[config.mk]
export PLATFORM = sky130hd
export DESIGN_NAME = floppy_voice_alloc
export DESIGN_NICKNAME = d
export VERILOG_FILES = /design/src/rtl/floppy_midi_pkg.sv /design/src/rtl/note_period_rom.sv /design/src/rtl/floppy_voice_alloc.sv
export SDC_FILE = /design/constraint.sdc
export NUM_CORES = 1
export LEC_CHECK = 0
export CAP_MARGIN = 10
export CORE_MARGIN = 10
export CORE_UTILIZATION = 57
export DETAILED_ROUTE_END_ITERATION = 16
export GPL_TIMING_DRIVEN = 0
export PLACE_DENSITY = 0.8
export SLEW_MARGIN = 20
export SYNTH_ARGS = -nofsm -noshare
export SYNTH_HDL_FRONTEND = slang
export SYNTH_SLANG_ARGS = --single-unit
[constraint.sdc]
create_clock -name clk -period 4.9 [get_ports clk]
set_clock_uncertainty 0.05 [all_clocks]
set_input_delay 0.49 -clock clk [delete_from_list [all_inputs] [get_ports clk]]
set_output_delay 0.49 -clock clk [all_outputs]
set_load 0.02 [all_outputs]
[src/rtl/floppy_midi_pkg.sv]
// floppy_midi_pkg
//   Shared constants for the floppy MIDI voice path:
//     SETP_W  - default step setpoint width (half-period in 50 MHz cycles)
//     NOTE_W  - MIDI note number width
//     CHAN_W  - MIDI channel width
//     BASE_W  - width of the octave-0 half-period table entries
//     state_t - allocator FSM encoding (IDLE/LOOKUP/SEARCH/UPDATE)
//     base_half_period() - 12-entry table, round(25e6 / f(k)) for MIDI notes 0..11
package floppy_midi_pkg;

  localparam int SETP_W = 22;
  localparam int NOTE_W = 7;
  localparam int CHAN_W = 4;
  localparam int BASE_W = 22;

  typedef enum logic [1:0] {
    IDLE   = 2'd0,
    LOOKUP = 2'd1,
    SEARCH = 2'd2,
    UPDATE = 2'd3
  } state_t;

  // Half-periods of the lowest octave (C-1 .. B-1); higher octaves are
  // obtained by right-shifting. Callers never pass a semitone above 11.
  function automatic logic [BASE_W-1:0] base_half_period(input logic [3:0] semitone);
    case (semitone)
      4'd0:    return 22'd3057805;
      4'd1:    return 22'd2886184;
      4'd2:    return 22'd2724195;
      4'd3:    return 22'd2571297;
      4'd4:    return 22'd2426982;
      4'd5:    return 22'd2290766;
      4'd6:    return 22'd2162195;
      4'd7:    return 22'd2040840;
      4'd8:    return 22'd1926297;
      4'd9:    return 22'd1818182;
      4'd10:   return 22'd1716135;
      default: return 22'd1619816;
    endcase
  endfunction

endpackage

[src/rtl/note_period_rom.sv]
// note_period_rom
//   One-cycle registered lookup from MIDI note number to step half-period.
//   setp = base_half_period(note mod 12) >> (note / 12), resized to OUT_W.
// Ports:
//   clk   in   system clock
//   note  in   MIDI note number (NOTE_W bits)
//   setp  out  registered half-period, valid the cycle after note is presented
module note_period_rom
  import floppy_midi_pkg::*;
#(
  parameter int OUT_W = SETP_W
) (
  input  logic              clk,
  input  logic [NOTE_W-1:0] note,
  output logic [OUT_W-1:0]  setp
);

  logic [3:0]        semitone;
  logic [3:0]        octave;
  logic [BASE_W-1:0] shifted;

  always_comb begin
    semitone = 4'(note % NOTE_W'(12));
    octave   = 4'(note / NOTE_W'(12));
    // Truncating shift: each octave up halves the period.
    shifted  = base_half_period(semitone) >> octave;
  end

  always_ff @(posedge clk) begin
    setp <= OUT_W'(shifted);
  end

endmodule

[src/rtl/floppy_voice_alloc.sv]
// floppy_voice_alloc
//   Assigns MIDI note-on/off events to NUM_DRIVES floppy step generators.
//   Each event walks IDLE -> LOOKUP -> SEARCH -> UPDATE, so outputs change
//   three edges after acceptance and one event is taken every four cycles.
//   Optional build macro: FLOPPY_VOICE_STEAL_EN (round-robin voice stealing
//   when every drive is busy; otherwise such a note-on is dropped).
// Ports:
//   clk, rst_n        clock, synchronous active-low reset
//   note_valid/ready  event handshake (ready only while IDLE)
//   note_on, note_chan, note_num, note_vel  event fields (vel 0 = note-off)
//   panic             all-notes-off, aborts any in-flight event
//   drv_en            per-drive enable
//   drv_setp          packed setpoints, drive i at [i*SETP_W +: SETP_W]
//   drop_pulse        one-cycle pulse when an event is discarded
module floppy_voice_alloc
  import floppy_midi_pkg::state_t;
  import floppy_midi_pkg::IDLE;
  import floppy_midi_pkg::LOOKUP;
  import floppy_midi_pkg::SEARCH;
  import floppy_midi_pkg::UPDATE;
  import floppy_midi_pkg::NOTE_W;
  import floppy_midi_pkg::CHAN_W;
#(
  parameter int NUM_DRIVES = 2,
  parameter int SETP_W     = 22,
  parameter int MIN_NOTE   = 24,
  parameter int MAX_NOTE   = 83
) (
  input  logic                         clk,
  input  logic                         rst_n,
  input  logic                         note_valid,
  output logic                         note_ready,
  input  logic                         note_on,
  input  logic [CHAN_W-1:0]            note_chan,
  input  logic [NOTE_W-1:0]            note_num,
  input  logic [6:0]                   note_vel,
  input  logic                         panic,
  output logic [NUM_DRIVES-1:0]        drv_en,
  output logic [NUM_DRIVES*SETP_W-1:0] drv_setp,
  output logic                         drop_pulse
);

  state_t                state_reg, state_next;
  logic                  ready_reg;
  logic                  accept;
  logic                  ev_on_reg;
  logic [CHAN_W-1:0]     ev_chan_reg;
  logic [NOTE_W-1:0]     ev_note_reg;
  logic                  in_range;
  logic [SETP_W-1:0]     rom_setp;
  logic [NUM_DRIVES-1:0] en_vec, match_comb, match_reg, free_reg;
  logic [NUM_DRIVES-1:0] load_vec, clr_vec;
  logic                  drop_next, drop_reg;

  logic                  en_reg         [NUM_DRIVES];
  logic [SETP_W-1:0]     setp_reg       [NUM_DRIVES];
  logic [CHAN_W-1:0]     owner_chan_reg [NUM_DRIVES];
  logic [NOTE_W-1:0]     owner_note_reg [NUM_DRIVES];

  assign note_ready = ready_reg;
  assign accept     = note_valid && ready_reg;
  assign drv_en     = en_vec;
  assign drop_pulse = drop_reg;
  assign in_range   = (int'(ev_note_reg) >= MIN_NOTE) && (int'(ev_note_reg) <= MAX_NOTE);

  genvar gi;
  for (gi = 0; gi < NUM_DRIVES; gi++) begin : g_drive
    assign en_vec[gi]     = en_reg[gi];
    assign match_comb[gi] = en_reg[gi] && (owner_chan_reg[gi] == ev_chan_reg)
                            && (owner_note_reg[gi] == ev_note_reg);
    assign drv_setp[gi*SETP_W +: SETP_W] = setp_reg[gi];
  end

  note_period_rom #(.OUT_W(SETP_W)) u_rom (
    .clk  (clk),
    .note (ev_note_reg),
    .setp (rom_setp)
  );

  // ---------------- FSM ----------------
  always_ff @(posedge clk) begin
    if (!rst_n) begin
      state_reg <= IDLE;
      ready_reg <= 1'b0;
    end else begin
      state_reg <= state_next;
      // Registered so ready stays low while reset is held.
      ready_reg <= (state_next == IDLE);
    end
  end

  always_comb begin
    state_next = state_reg;
    case (state_reg)
      IDLE:    if (accept) state_next = LOOKUP;
      LOOKUP:  state_next = SEARCH;
      SEARCH:  state_next = UPDATE;
      UPDATE:  state_next = IDLE;
      default: state_next = IDLE;
    endcase
    if (panic) state_next = IDLE;
  end

  // ---------------- event capture ----------------
  always_ff @(posedge clk) begin
    if (!rst_n) begin
      ev_on_reg   <= 1'b0;
      ev_chan_reg <= '0;
      ev_note_reg <= '0;
    end else if (accept) begin
      ev_on_reg   <= note_on && (note_vel != 7'd0);
      ev_chan_reg <= note_chan;
      ev_note_reg <= note_num;
    end
  end

  always_ff @(posedge clk) begin
    if (!rst_n) begin
      match_reg <= '0;
      free_reg  <= '0;
    end else if (state_reg == SEARCH) begin
      match_reg <= match_comb;
      free_reg  <= ~en_vec;
    end
  end

`ifdef FLOPPY_VOICE_STEAL_EN
  localparam int PTR_W = (NUM_DRIVES > 1) ? $clog2(NUM_DRIVES) : 1;
  logic [PTR_W-1:0]      steal_ptr_reg;
  logic [NUM_DRIVES-1:0] steal_vec;
  logic                  steal_now;

  for (gi = 0; gi < NUM_DRIVES; gi++) begin : g_steal
    assign steal_vec[gi] = (steal_ptr_reg == PTR_W'(gi));
  end

  always_ff @(posedge clk) begin
    if (!rst_n) begin
      steal_ptr_reg <= '0;
    end else if (steal_now) begin
      steal_ptr_reg <= (steal_ptr_reg == PTR_W'(NUM_DRIVES - 1)) ? '0
                       : steal_ptr_reg + PTR_W'(1);
    end
  end
`endif

  // ---------------- update decision ----------------
  // x & -x isolates the lowest set bit, i.e. the lowest-index candidate.
  always_comb begin
    load_vec  = '0;
    clr_vec   = '0;
    drop_next = 1'b0;
`ifdef FLOPPY_VOICE_STEAL_EN
    steal_now = 1'b0;
`endif
    if (state_reg == UPDATE && !panic) begin
      if (!ev_on_reg) begin
        clr_vec = match_reg;
      end else if (!in_range) begin
        drop_next = 1'b1;
      end else if (|match_reg) begin
        load_vec = match_reg & (~match_reg + NUM_DRIVES'(1));
      end else if (|free_reg) begin
        load_vec = free_reg & (~free_reg + NUM_DRIVES'(1));
      end else begin
`ifdef FLOPPY_VOICE_STEAL_EN
        load_vec  = steal_vec;
        steal_now = 1'b1;
`else
        drop_next = 1'b1;
`endif
      end
    end
  end

  always_ff @(posedge clk) begin
    if (!rst_n) drop_reg <= 1'b0;
    else        drop_reg <= drop_next;
  end

  // Setpoints are left alone on release and panic so a drive resumes
  // from a known value; only enable and ownership are cleared.
  always_ff @(posedge clk) begin
    for (int i = 0; i < NUM_DRIVES; i++) begin
      if (!rst_n) begin
        en_reg[i]         <= 1'b0;
        setp_reg[i]       <= '0;
        owner_chan_reg[i] <= '0;
        owner_note_reg[i] <= '0;
      end else if (panic || clr_vec[i]) begin
        en_reg[i]         <= 1'b0;
        owner_chan_reg[i] <= '0;
        owner_note_reg[i] <= '0;
      end else if (load_vec[i]) begin
        en_reg[i]         <= 1'b1;
        setp_reg[i]       <= rom_setp;
        owner_chan_reg[i] <= ev_chan_reg;
        owner_note_reg[i] <= ev_note_reg;
      end
    end
  end

endmodule
==> flow_summary_export.csv, run 1 <==
group,metric,value,unit
placement,hpwl,14700,µm
detailed_routing,post_drt_wl_per_cell,22.3,µm
logic_synthesis,ys.warnings.count,0,
die,die_h,126,µm
detailed_routing,dr.pass1.iters,5,
critical_path,rr_worst_depth,13,
clock_tree,ctsResizeCount,0,
sta,hold_violations,0,
sta,min_period_over_period,91.6,%
logic_synthesis,synth_cell_types,77,
sta,max_clock_freq,223,MHz
clock_tree,insertion_delay,0.35,ns
detailed_routing,drc,0,
sta,maxSlewViolCount,0,
die,dieArea,16000,µm²
critical_path,r2r_start,"ev_note_reg[5]",
sta,tightest_slew,1.03,ns
clock_tree,cts_num_sinks,110,
clock_tree,cts_hold_repair.buffers,0,
logic_synthesis,async_reset_ff_share,0,%
hold_path,hold_depth,2,
finish,final_core_utilization,69.9,%
detailed_routing,ant_nets,0,
finish,final_layout_size_suffix_gt1_share,8.42,%
clock_tree,cts_buffers,9,
power,p_leak,3.04,nW
finish,largest_reg_flops,44,
grt,grt_pass1_wl,31500,µm
die,start_util,58.9,%
clock_tree,post-cts-setup-buffer-count,0,
logic_synthesis,syn_nets,710,
critical_path,cp_max_fo,10,
logic_synthesis,synthFlopType,"edfxtp_1",
critical_path,crit_type,"reg2reg",
detailed_routing,via_per_inst,6.80,
sta,slew_headroom,31.4,%
logic_synthesis,seq_area_frac_synth,44.6,%
sta,setup_viol,0,
sta,finalCriticalPeriod,4.49,ns
placement,place_congestion,0.996,
sta,fin_ws,0.413,ns
die,ioPinCount,71,
hold_path,whs_endpoint,"drop_pulse",
critical_path,r2r_end,"u_rom.setp[8]",
sta,rsz0062_at_grt,"false",
die,row_count,38,
logic_synthesis,ys_seq_elements,110,
logic_synthesis,yosys-top-cells-count,"and3_1, edfxtp_1, nand2_1",
grt,track_usage,24.1,%
logic_synthesis,synth_area_leaders,"edfxtp_1, dfxtp_1, and3_1",
finish,n_antenna_cell,0,
logic_synthesis,syn_inst,674,
sta,setup_tns,0,ns
detailed_routing,num_vias,6122,
grt,grt_pass1_vias,5712,
outcome,outcome,"finished, final reports clean",
flow_run,maxCapViolCount,0,
grt,grt.overflow.total,0,
clock_tree,clockRootBuffer,"clkbuf_16",
logic_synthesis,synth_area,6440,µm²
placement,pre_cts_slack,0.583,ns
grt,antenna_found_initial,0,
die,die_width,126,µm
hold_path,min_path_type,"reg2reg",
detailed_routing,drtIter0Drc,809,
hold_path,min_from,"ev_on_reg",
logic_synthesis,postSynthAreaPerCell,9.56,µm²
clock_tree,path_clk_slew,0.07,ns
critical_path,crit_required,5.03,ns
detailed_routing,routed_wl,20000,µm
placement,place_inst,884,
critical_path,critPathLaunchType,"register",
die,core_area,10900,µm²
placement,io_buffers,69,
finish,fin_nets,791,
grt,grt_start_max_net_pins,23,
clock_tree,clockBufferDepth,2,
finish,synthToLayoutAreaGrowth,18.6,%
power,ir_drop,0.246,mV
logic_synthesis,synth-edff-count,67,
power,total_power,2.51,mW
logic_synthesis,yosysTopAreaCell,"edfxtp_1",
finish,fillCellCount,797,
power,power_density,328,nW/µm²
logic_synthesis,yosysMostFrequentCell,"and3_1",
critical_path,end_kind,"register",
finish,stdcell_count,900,
critical_path,critPathArrivalTime,4.62,ns
logic_synthesis,synth_top_area_share,31.2,%
critical_path,reg2reg_slack,0.41,ns
clock_tree,cts_tree,"yes",
clock_tree,htreeDepth,3,
[layout make-up]
type,instances,area [µm²],share of cell area [%]
sequential,110,2870,37.6
clock buffer,9,225,2.95
multi-input combinational,495,3280,42.9
inverter,17,63.8,0.835
timing repair buffer,70,702,9.18
buffer,52,236,3.09
clock inverter,7,88.8,1.16
tap,140,175,2.29
[routing by layer]
layer	vias up	global-route usage (%)	routed length (µm)
met3	55	3.25	1700
met4	0	10.4	648
met2	389	40.2	9780
met5	-	0	0
met1	2936	30.6	7910
li1	2742	-	-
[critical path, stage by stage, from the launching register on]
cell and delay, ns:
dfxtp_1 0.47, buf_2 0.24, buf_2 0.27, inv_1 0.11
ha_1 0.42, and3b_1 0.23, o21ai_1 0.43, nand3_1 0.24
nor2_2 0.42, o21ai_2 0.22, a311oi_1 0.61, nor3_1 0.14
o21ai_0 0.29, a32oi_1 0.18
[cells in the final DEF (no fill, tap or decap), types with 9 or more instances in the layout]
cell,netlist,final
a21oi_1,32,32
inv_1,16,16
clkbuf_16,0,9
and3_1,70,70
o21ai_0,22,21
xor2_1,13,13
nor2_1,27,27
nand3_1,21,21
xnor2_1,11,11
o211ai_1,10,10
buf_2,12,12
ha_1,13,13
clkdlybuf4s50_1,0,69
clkbuf_1,34,34
dfxtp_1,43,43
a21boi_0,15,15
nand2_1,58,58
a211oi_1,11,10
nand4_1,10,10
a31oi_1,18,18
edfxtp_1,67,67
nor3_1,20,20
[cell families (layout without fill, tap and decap cells)]
group / count (synthesis) / in the layout / share of synthesized area (%)
DFF: 110 / 110 / 44.6
buffers and inverters: 69 / 155 / 4.66
and+or+nand+nor: 251 / 251 / 20.8
AOI/OAI and AO/OA: 202 / 202 / 23.3
muxes: 5 / 5 / 0.816
adders and majority gates: 13 / 13 / 2.52
xor gates and xnor gates: 24 / 24 / 3.26
[power breakdown]
| part | total [mW] | switching [mW] | internal, mW |
|---|---|---|---|
| registers | 1.12 | 0.0509 | 1.07 |
| logic | 0.632 | 0.399 | 0.232 |
| clock network | 0.756 | 0.312 | 0.445 |
[worst max path at each step]
stage / from / end
after floorplan: ev_note_reg[5] / setp_reg[0][0]
after global placement: ev_note_reg[5] / setp_reg[0][3]
after detailed placement: ev_note_reg[5] / u_rom.setp[8]
after CTS: ev_note_reg[5] / u_rom.setp[8]
after global routing: ev_note_reg[5] / u_rom.setp[8]
final: ev_note_reg[5] / u_rom.setp[8]
[metrics by stage]
stage          hold slack (ns)  area [µm²]
2_1_floorplan            0.400        6440
3_3_place_gp             0.424        7310
3_5_place_dp             0.455        7320
4_1_cts                  0.456        7640
5_1_grt                  0.479        7640
6_report                 0.447        7640
Note: power is estimated with default switching activity, not from simulation.
==> run 2: changes to the inputs <==
--- a/config.mk
+++ b/config.mk
@@ -5,13 +5,12 @@
 export SDC_FILE = /design/constraint.sdc
 export NUM_CORES = 1
 export LEC_CHECK = 0
-export CAP_MARGIN = 10
 export CORE_MARGIN = 10
 export CORE_UTILIZATION = 57
 export DETAILED_ROUTE_END_ITERATION = 16
 export GPL_TIMING_DRIVEN = 0
 export PLACE_DENSITY = 0.8
-export SLEW_MARGIN = 20
 export SYNTH_ARGS = -nofsm -noshare
 export SYNTH_HDL_FRONTEND = slang
+export SYNTH_HIERARCHICAL = 1
 export SYNTH_SLANG_ARGS = --single-unit
==> flow_summary_export.csv, run 2 <==
group,metric,value,unit
outcome,outcome,"finished, final reports clean",
critical_path,cp_max_fo,16,
sta,setup_viol,0,
finish,layout_common_cells,"and2_1, clkdlybuf4s50_1, nand2_1, edfxtp_1, a21oi_1",
power,intPower,1.55,mW
clock_tree,cts_buffers,9,
logic_synthesis,seq_area_frac_synth,45.2,%
logic_synthesis,ys.warnings.count,6,
power,switching_power,783,µW
die,die_h,126,µm
critical_path,critPathLaunchType,"register",
finish,fin_nets,757,
logic_synthesis,synth_area,6350,µm²
grt,grt_start_max_net_pins,22,
clock_tree,clockRootBuffer,"clkbuf_8",
clock_tree,insertion_delay,0.36,ns
critical_path,crit_required,5.06,ns
die,row_count,38,
logic_synthesis,yosysTopAreaCell,"edfxtp_1",
die,core_area,10900,µm²
clock_tree,cts_tree,"yes",
logic_synthesis,yosysMostFrequentCell,"and2_1",
placement,io_buffers,70,
clock_tree,ctsResizeCount,0,
power,pwr-share-seq,48.2,%
clock_tree,post-cts-setup-buffer-count,0,
hold_path,min_path_type,"reg2reg",
finish,final_layout_size_suffix_gt1_share,11.7,%
logic_synthesis,synth_area_leaders,"edfxtp_1, dfxtp_1, and2_1",
placement,pre_cts_slack,0.291,ns
clock_tree,cts_num_sinks,110,
placement,place_congestion,1.00,
sta,fin_ws,0.429,ns
power,p_leak,2.84,nW
detailed_routing,routed_wl,17100,µm
critical_path,crit_type,"reg2reg",
clock_tree,htreeDepth,3,
critical_path,cpPeakStageDelay,0.56,ns
power,ir_drop,0.139,mV
sta,maxSlewViolCount,0,
detailed_routing,num_vias,5422,
finish,fillCellCount,836,
clock_tree,clockBufferDepth,2,
power,total_power,2.33,mW
logic_synthesis,synth_top_area_share,31.7,%
grt,grt_pass1_vias,5080,
sta,min_period_over_period,91.2,%
sta,slew_headroom,19.8,%
logic_synthesis,yosys-top-cells-count,"and2_1, nand2_1, edfxtp_1",
grt,antenna_found_initial,0,
logic_synthesis,synth-edff-count,67,
grt,grt.overflow.total,0,
finish,largest_reg_flops,44,
detailed_routing,via_per_inst,6.24,
die,dieArea,15800,µm²
grt,track_usage,20.5,%
detailed_routing,post_drt_wl_per_cell,19.7,µm
logic_synthesis,syn_inst,639,
die,ioPinCount,71,
critical_path,crit_slowest_cell,"dfxtp_2",
placement,hpwl,13000,µm
sta,tightest_slew,1.20,ns
flow_run,maxCapViolCount,0,
detailed_routing,ant_nets,0,
power,pwr-share-comb,29.4,%
critical_path,end_kind,"register",
clock_tree,cts_hold_repair.buffers,0,
clock_tree,path_clk_slew,0.11,ns
die,start_util,58.4,%
sta,rsz0062_at_grt,"false",
detailed_routing,dr.pass1.iters,6,
grt,grt_pass1_wl,27000,µm
critical_path,crit_path_frequent_cell,"nor2_1",
power,swShare,33.6,%
logic_synthesis,synthFlopType,"edfxtp_1",
finish,n_antenna_cell,0,
finish,synthToLayoutAreaGrowth,18.1,%
logic_synthesis,syn_nets,672,
die,die_width,126,µm
logic_synthesis,ys_seq_elements,110,
logic_synthesis,synth_cell_types,88,
sta,finalCriticalPeriod,4.47,ns
critical_path,path_cells,"inv_1 -> ha_1 -> buf_2 -> and4bb_2 -> nand3_1 -> a32oi_4 -> a22o_4 -> nor2_1 -> clkbuf_1 -> o211ai_1 -> a2bb2oi_1 -> nor2_1 -> a2111oi_0 -> a221oi_1",
critical_path,crit_family,"compound AO/OA/AOI/OAI gates",
sta,max_clock_freq,224,MHz
finish,layout_commonest_cell,"and2_1",
logic_synthesis,postSynthAreaPerCell,9.94,µm²
detailed_routing,drtIter0Drc,584,
sta,hold_violations,0,
critical_path,cp_num_buf_inv,3,
power,power_density,310,nW/µm²
critical_path,critPathArrivalTime,4.63,ns
detailed_routing,drc,0,
power,pwr-share-clk,22.4,%
logic_synthesis,async_reset_ff_share,0,%
[run 2: cell count changes in the layout (fill, tap and decap cells not counted), sizes merged, moves of 8 or more]
cell    before  now
and3        71    6
and2         7   71
a21boi      16    0
clkbuf      43   28
a31oi       19    8
buf         19   30
a21oi       34   44
nand2       59   69
nand3       22   12
nor2        29   38
nor3        20   12
o22ai        4   12
[run 2: through the flow]
step | utilization [%] | cells | hold WS, ns | area, µm² | setup TNS, ns
3_5_place_dp | 67.1 | 853 | 0.445 | 7300 | 0
3_3_place_gp | 66.4 | 849 | 0.444 | 7230 | -4.90
4_1_cts | 68.9 | 869 | 0.459 | 7500 | 0
2_1_floorplan | - | 639 | 0.404 | 6350 | 0
5_1_grt | 68.9 | 869 | 0.474 | 7500 | 0
6_report | 68.9 | 869 | 0.457 | 7500 | 0
[run 2: final timing paths]
kind                       start             to  slack, ns  cells past startpoint
setup reg to reg  ev_note_reg[0]  u_rom/setp[5]       0.43                     14
hold / removal         en_reg[0]    free_reg[0]       0.46                      1
hold reg to reg        en_reg[0]    free_reg[0]       0.46                      1
setup / recovery  ev_note_reg[0]  u_rom/setp[5]       0.43                     14
[run 2: worst register-to-register path, delay by kind of cell, from the launching register on]
kind | cells | cell delay (ns)
flops | 1 | 0.56
buf+inv | 3 | 0.83
simple gates | 4 | 0.90
fa+ha+maj | 1 | 0.24
compound gates | 6 | 1.74
[run 2: cell type report]
class                   count  area [µm²]  area share [%]
inverters                  13        48.8           0.650
flip-flops and latches    110        2880            38.3
clock buffers               9         124            1.65
plain buffers              45         253            3.37
repair buffers             74         751            10.0
well taps                 140         175            2.33
clock inverters             7        77.6            1.03
multi-input cells         471        3200            42.6
[run 2: per-layer routing]
layer  global-route usage, %  part of all wire, %
met1                    25.9                   43
met2                    33.5                   47
met3                    3.08                  5.9
met4                    10.1                  3.7
met5                       0                    0
[run 2: kinds of logic after synthesis]
logic type / count (synthesis) / synth area share, %
adder cells (fa/ha/maj): 10 / 1.97
AND/OR/NAND/NOR: 245 / 20.9
buffers and inverters: 58 / 4.75
multiplexers: 10 / 2.09
XOR/XNOR: 24 / 3.31
flip-flops: 110 / 45.2
AO/OA/AOI/OAI: 182 / 21.7
[run 2: power by group through the flow]
stage | logic [mW] | registers (mW) | clock network [mW]
CTS | 0.665 | 1.12 | 0.529
global route | 0.729 | 1.13 | 0.566
floorplan | 0.447 | 1.14 | 0
detailed placement | 0.661 | 1.14 | 0
finish | 0.685 | 1.12 | 0.521
global placement | 0.655 | 1.14 | 0
